$ cat src/rtl/apb4_seq_master.sv
// APB4 sequencing master: walks a command table against one slave, checks read
// data under a per-command mask, counts errors and aborts on a stalled slave.
module apb4_seq_master #(
   parameter int unsigned ADDR_W  = 32,
   parameter int unsigned DATA_W  = 32,
   parameter int unsigned NUM_CMD = 16,
   parameter int unsigned TIMEOUT = 64,
   parameter int unsigned ERR_W   = 8,
   parameter logic [2:0]  PROT    = 3'b000,
   localparam int unsigned STRB_W = DATA_W / 8,
   localparam int unsigned IDX_W  = (NUM_CMD > 1) ? $clog2(NUM_CMD) : 1
) (
   input  logic              clk_i,
   input  logic              rst_i,
   input  logic              start_i,
   output logic [IDX_W-1:0]  cmd_idx_o,
   input  logic              cmd_write_i,
   input  logic [ADDR_W-1:0] cmd_addr_i,
   input  logic [DATA_W-1:0] cmd_data_i,
   input  logic [DATA_W-1:0] cmd_mask_i,
   input  logic [STRB_W-1:0] cmd_strb_i,
   output logic [ADDR_W-1:0] paddr_o,
   output logic [2:0]        pprot_o,
   output logic              psel_o,
   output logic              penable_o,
   output logic              pwrite_o,
   output logic [DATA_W-1:0] pwdata_o,
   output logic [STRB_W-1:0] pstrb_o,
   input  logic              pready_i,
   input  logic [DATA_W-1:0] prdata_i,
   input  logic              pslverr_i,
   output logic              busy_o,
   output logic              done_o,
   output logic              pass_o,
   output logic [ERR_W-1:0]  err_cnt_o,
   output logic              timeout_o
);

   localparam int unsigned WAIT_W = $clog2(TIMEOUT);

   typedef enum logic [1:0] {S_IDLE, S_SETUP, S_ACCESS, S_DONE} state_t;

   state_t             state_q, state_d;
   logic [IDX_W-1:0]   idx_q, idx_d;
   logic [WAIT_W-1:0]  wait_q, wait_d;
   logic [ERR_W-1:0]   err_q, err_d;
   logic               to_q, to_d;
   logic               xfer_err;

   // A transfer counts at most once, whether it is a slave error, a miscompare, or both
   assign xfer_err = pslverr_i |
                     (!cmd_write_i && (|((prdata_i ^ cmd_data_i) & cmd_mask_i)));

   always_ff @(posedge clk_i) begin
      if (rst_i) begin
         state_q <= S_IDLE;
         idx_q   <= '0;
         wait_q  <= '0;
         err_q   <= '0;
         to_q    <= 1'b0;
      end else begin
         state_q <= state_d;
         idx_q   <= idx_d;
         wait_q  <= wait_d;
         err_q   <= err_d;
         to_q    <= to_d;
      end
   end

   always_comb begin
      state_d = state_q;
      idx_d   = idx_q;
      wait_d  = wait_q;
      err_d   = err_q;
      to_d    = to_q;
      case (state_q)
         S_IDLE, S_DONE: begin
            if (start_i) begin
               state_d = S_SETUP;
               idx_d   = '0;
               wait_d  = '0;
               err_d   = '0;
               to_d    = 1'b0;
            end
         end
         S_SETUP: state_d = S_ACCESS;
         S_ACCESS: begin
            if (pready_i) begin
               wait_d = '0;
               if (xfer_err && (err_q != {ERR_W{1'b1}}))
                  err_d = err_q + ERR_W'(1);
               if (idx_q == IDX_W'(NUM_CMD - 1)) begin
                  state_d = S_DONE;
               end else begin
                  idx_d   = idx_q + IDX_W'(1);
                  state_d = S_SETUP;
               end
            end else if (wait_q == WAIT_W'(TIMEOUT - 1)) begin
               wait_d  = '0;
               to_d    = 1'b1;
               state_d = S_DONE;
            end else begin
               wait_d = wait_q + WAIT_W'(1);
            end
         end
         default: state_d = S_IDLE;
      endcase
   end

   assign psel_o    = (state_q == S_SETUP) || (state_q == S_ACCESS);
   assign penable_o = (state_q == S_ACCESS);
   assign busy_o    = psel_o;
   assign done_o    = (state_q == S_DONE);
   assign cmd_idx_o = idx_q;
   assign pprot_o   = PROT;
   assign paddr_o   = psel_o ? cmd_addr_i : '0;
   assign pwrite_o  = psel_o & cmd_write_i;
   assign pwdata_o  = pwrite_o ? cmd_data_i : '0;
   assign pstrb_o   = pwrite_o ? cmd_strb_i : '0;
   assign err_cnt_o = err_q;
   assign timeout_o = to_q;
   assign pass_o    = done_o && (err_q == '0) && !to_q;

endmodule

$ cat config.mk
export PLATFORM = sky130hd
export DESIGN_NAME = apb4_seq_master
export DESIGN_NICKNAME = d
export VERILOG_FILES = /design/src/rtl/apb4_seq_master.sv
export SDC_FILE = /design/constraint.sdc
export NUM_CORES = 1
export LEC_CHECK = 0
export CAP_MARGIN = 20
export CORE_MARGIN = 2
export CORE_UTILIZATION = 26
export CTS_CLUSTER_DIAMETER = 150
export DETAILED_ROUTE_END_ITERATION = 7
export GPL_TIMING_DRIVEN = 0
export PLACE_DENSITY = 0.75
export SYNTH_ARGS = -nofsm -noshare
export SYNTH_HDL_FRONTEND = slang
export SYNTH_SLANG_ARGS = --single-unit
$ cat constraint.sdc
create_clock -name clk_i -period 1.9 [get_ports clk_i]
set_input_delay 0.38 -clock clk_i [delete_from_list [all_inputs] [get_ports clk_i]]
set_output_delay 0.38 -clock clk_i [all_outputs]
set_load 0.05 [all_outputs]
==> run_results.csv <==
group,metric,value,unit
power_and_ir_drop,power.density,557.2,nW/um2
clock_tree,cts_root_buffer,"clkbuf_8",
yosys,yosys_warnings,0,
global_route,grt_max_degree,12,
sta,hold_violations,0,
route,remaining_drc_errors,0,
sta,slew_headroom,0.6486,
yosys,async_flop_share,0,
route,drtIter0Drc,56,
floorplan,dieWidth,95.43,um
clock_tree,postCtsHoldBufs,0,
setup_path,cp-start-kind,"register",
worst_hold_path,hold_path.class,"register to register",
setup_path,rr_worst_depth,9,
worst_hold_path,hp-start,"err_cnt_o[1]",
clock_tree,clock_sinks,21,
power_and_ir_drop,clkPwrFrac,0.097,
worst_hold_path,min_to,"err_cnt_o[1]",
yosys,synth_flop_cell,"dfxtp_1",
setup_path,ff2ff_setup_slack,-0.13,ns
cells_and_area,nets,677,
power_and_ir_drop,p_leak,2.499,nW
power_and_ir_drop,switching_share,0.4582,
sta,finClkSkew,0.001221,ns
worst_hold_path,hold_depth,2,
floorplan,ios,228,
route,ant_nets,0,
yosys,ys_ff_latch,21,
sta,min_period_over_period,1.066,
power_and_ir_drop,power.share.combinational,0.754,
yosys,synth-edff-count,0,
power_and_ir_drop,sequentialPowerShare,0.149,
cells_and_area,syn_to_final_growth,150.7,%
clock_tree,worstSkewPairLatency,0.26,ns
setup_path,crit_path_top_delay_cell,"dfxtp_4",
yosys,synth_cells,281,
sta,worst_slew_pin_slew,0.5292,ns
clock_tree,htreeDepth,1,
setup_path,crit_buf_inv,2,
yosys,synth_common_cells,"36 x and2_1, 35 x xor2_1, 34 x nor2b_1, 21 x dfxtp_1",
power_and_ir_drop,switchingPower,0.001391,W
run_status,failed_checks,"setup timing",
setup_path,worstReg2RegStart,"state_q[1]",
sta,period_needed,2.025,ns
yosys,ys_seq_area_frac,0.1934,
global_route,grt_overflow,0,
floorplan,die_h,95.43,um
setup_path,crit_top_cell,"buf_6",
setup_path,arrival,2.18,ns
sta,max_freq,493.7,MHz
setup_path,slowest_delay,0.37,ns
sta,fin_ws,-0.1254,ns
clock_tree,cts_inserted_buffers,3,
clock_tree,clock_path_buffers,2,
sta,setup_viol,45,
floorplan,num_rows,33,
place,dp_hpwl,8363,um
sta,rsz0062_at_grt,"yes",
setup_path,crit_fanout,8,
flow_run,cap_viol_max_count,0,
yosys,avgSynthCellArea,7.734,um2
global_route,grt_pass1_vias,3111,
yosys,netlist_top_cells_area,"dfxtp_1 19%, xor2_1 14%, and2_1 10%",
cells_and_area,post-route-util,0.6665,
global_route,grt_util_all_layers,0.2215,
floorplan,start_util,0.2658,
yosys,synth_top_area_frac,0.1934,
route,num_vias,2994,
setup_path,crit_required,2.06,ns
sta,tns,-3.903,ns
setup_path,cpLargestDelayFamily,"compound AO/OA/AOI/OAI gates",
sta,drv_slew,0,
power_and_ir_drop,cellInternalPower,0.001645,W
clock_tree,cts_tree,"done",
setup_path,r2r_end,"err_cnt_o[2]",
setup_path,worstSetupPathType,"register to register",
floorplan,core_area,8175,um2
power_and_ir_drop,peakVddDrop,0.3833,mV
global_route,antenna_found_initial,2,
setup_path,endpoint_kind,"register",
route,drt_wl_total,10610,um
floorplan,dieArea,9106,um2
place,place.gp.congestion,0.7669,
yosys,synth_top_area_cell,"dfxtp_1",
global_route,grt_first_pass_wirelength,15650,um
setup_path,cp_cell_sequence,"ha_4, buf_6, mux2_4, o311ai_4, or2_1, buf_6, a31oi_4, o22ai_2, a41o_1",
cells_and_area,drive_gt1_frac,0.3917,
route,wl_per_cell,16.60,um
yosys,syn_area,2173,um2
yosys,yosysUniqueCellTypes,48,
place,port_buffers,224,
run_status,status,"finished with violations",
yosys,synth_most_common_cell,"and2_1",
route,via_per_inst,4.685,
clock_tree,clk_pin_slew_worst_paths,0.07,ns
route,firstDrtPassIters,4,
[stage by stage]
step,instances,power [W],setup slack [ns],area (um2),hold WS [ns]
floorplan,283,0.001543,-0.09332,2318,0.4627
global placement,612,0.002265,-1.158,4692,0.4773
detailed placement,612,0.002281,-1.159,4692,0.4795
CTS,633,0.002855,-0.1745,5175,0.5025
global route,638,0.003161,-0.1868,5446,0.5349
finish,639,0.003036,-0.1254,5449,0.5056
[flip-flops by register name, indices dropped and copies added, names as in the netlist]
name and cells:
wait_q 6, cmd_idx_o 4, timeout_o 1, state_q 2
err_cnt_o 8
[worst min-delay path, cell delays in order (launching register included)]
cell,delay (ns)
dfxtp_4,0.36
nand2_1,0.05
mux2i_1,0.05
[routing by layer]
layer	track usage	vias to the layer above	routed length, um
li1	-	1468	-
met1	0.2467	1389	3893
met2	0.4337	119	5855
met3	0.03557	18	620
met4	0.05238	0	235
met5	0	-	0
[kinds of logic (layout without fill, tap and decap cells)]
group           Yosys count  count (layout)  synth area share
compound gates           50              50            0.1837
xor+xnor                 38              38            0.1531
fa+ha+maj                 7               7           0.04030
buf+inv                  24             272           0.05124
flops                    21              21            0.1934
mux                       5               5           0.02533
other cells               1               6          0.001725
simple gates            135             135            0.3512
[final cells by class]
| cell class | instances | area, um2 |
|---|---|---|
| Inverter | 8 | 30.03 |
| Timing Repair Buffer | 247 | 2596 |
| Multi-Input combinational cell | 238 | 2033 |
| Clock buffer | 4 | 45.04 |
| Buffer | 13 | 167.7 |
| Fill cell | 695 | 2726 |
| Antenna cell | 3 | 7.507 |
| Tap cell | 105 | 131.4 |
| Sequential cell | 21 | 437.9 |
[worst max-delay path by stage]
stage	slack (ns)	startpoint	depth (start not counted)	end
finish	-0.13	state_q[1]	9	err_cnt_o[2]
global route	-0.19	state_q[1]	9	err_cnt_o[2]
CTS	-0.17	state_q[0]	7	pwdata_o[18]
detailed placement	-1.16	cmd_write_i	6	pwdata_o[15]
global placement	-1.16	cmd_write_i	6	pwdata_o[19]
floorplan	-0.09	state_q[0]	5	paddr_o[10]
[placed cells by master (no fill, tap or decap), types with 11 or more instances in the layout]
cell type	count
buf_8	41
buf_6	36
dfxtp_1	13
buf_4	21
nand2_1	15
a22oi_1	14
xor2_1	34
nor2b_4	21
nor2b_1	11
and2_4	36
clkdlybuf4s50_1	68
nor2_1	15
clkdlybuf4s15_1	12
dlygate4sd2_1	66
[power by group through the flow]
stage / combinational, W / sequential (W) / clock [W]
floorplan: 0.00108 / 0.000466 / 0
global route: 0.00239 / 0.000453 / 0.000318
finish: 0.00229 / 0.000453 / 0.000293
CTS: 0.00210 / 0.000452 / 0.000299
global placement: 0.00180 / 0.000464 / 0
detailed placement: 0.00182 / 0.000465 / 0
[repair_timing]
action                     4_1_cts  5_1_grt
resized for setup              676       83
hold endpoints to repair         0        0
buffers inserted                14        4
setup endpoints to repair       89       84
gates cloned                     4        1
pin swaps                       47       12
Note: power is estimated with default switching activity, not from simulation.
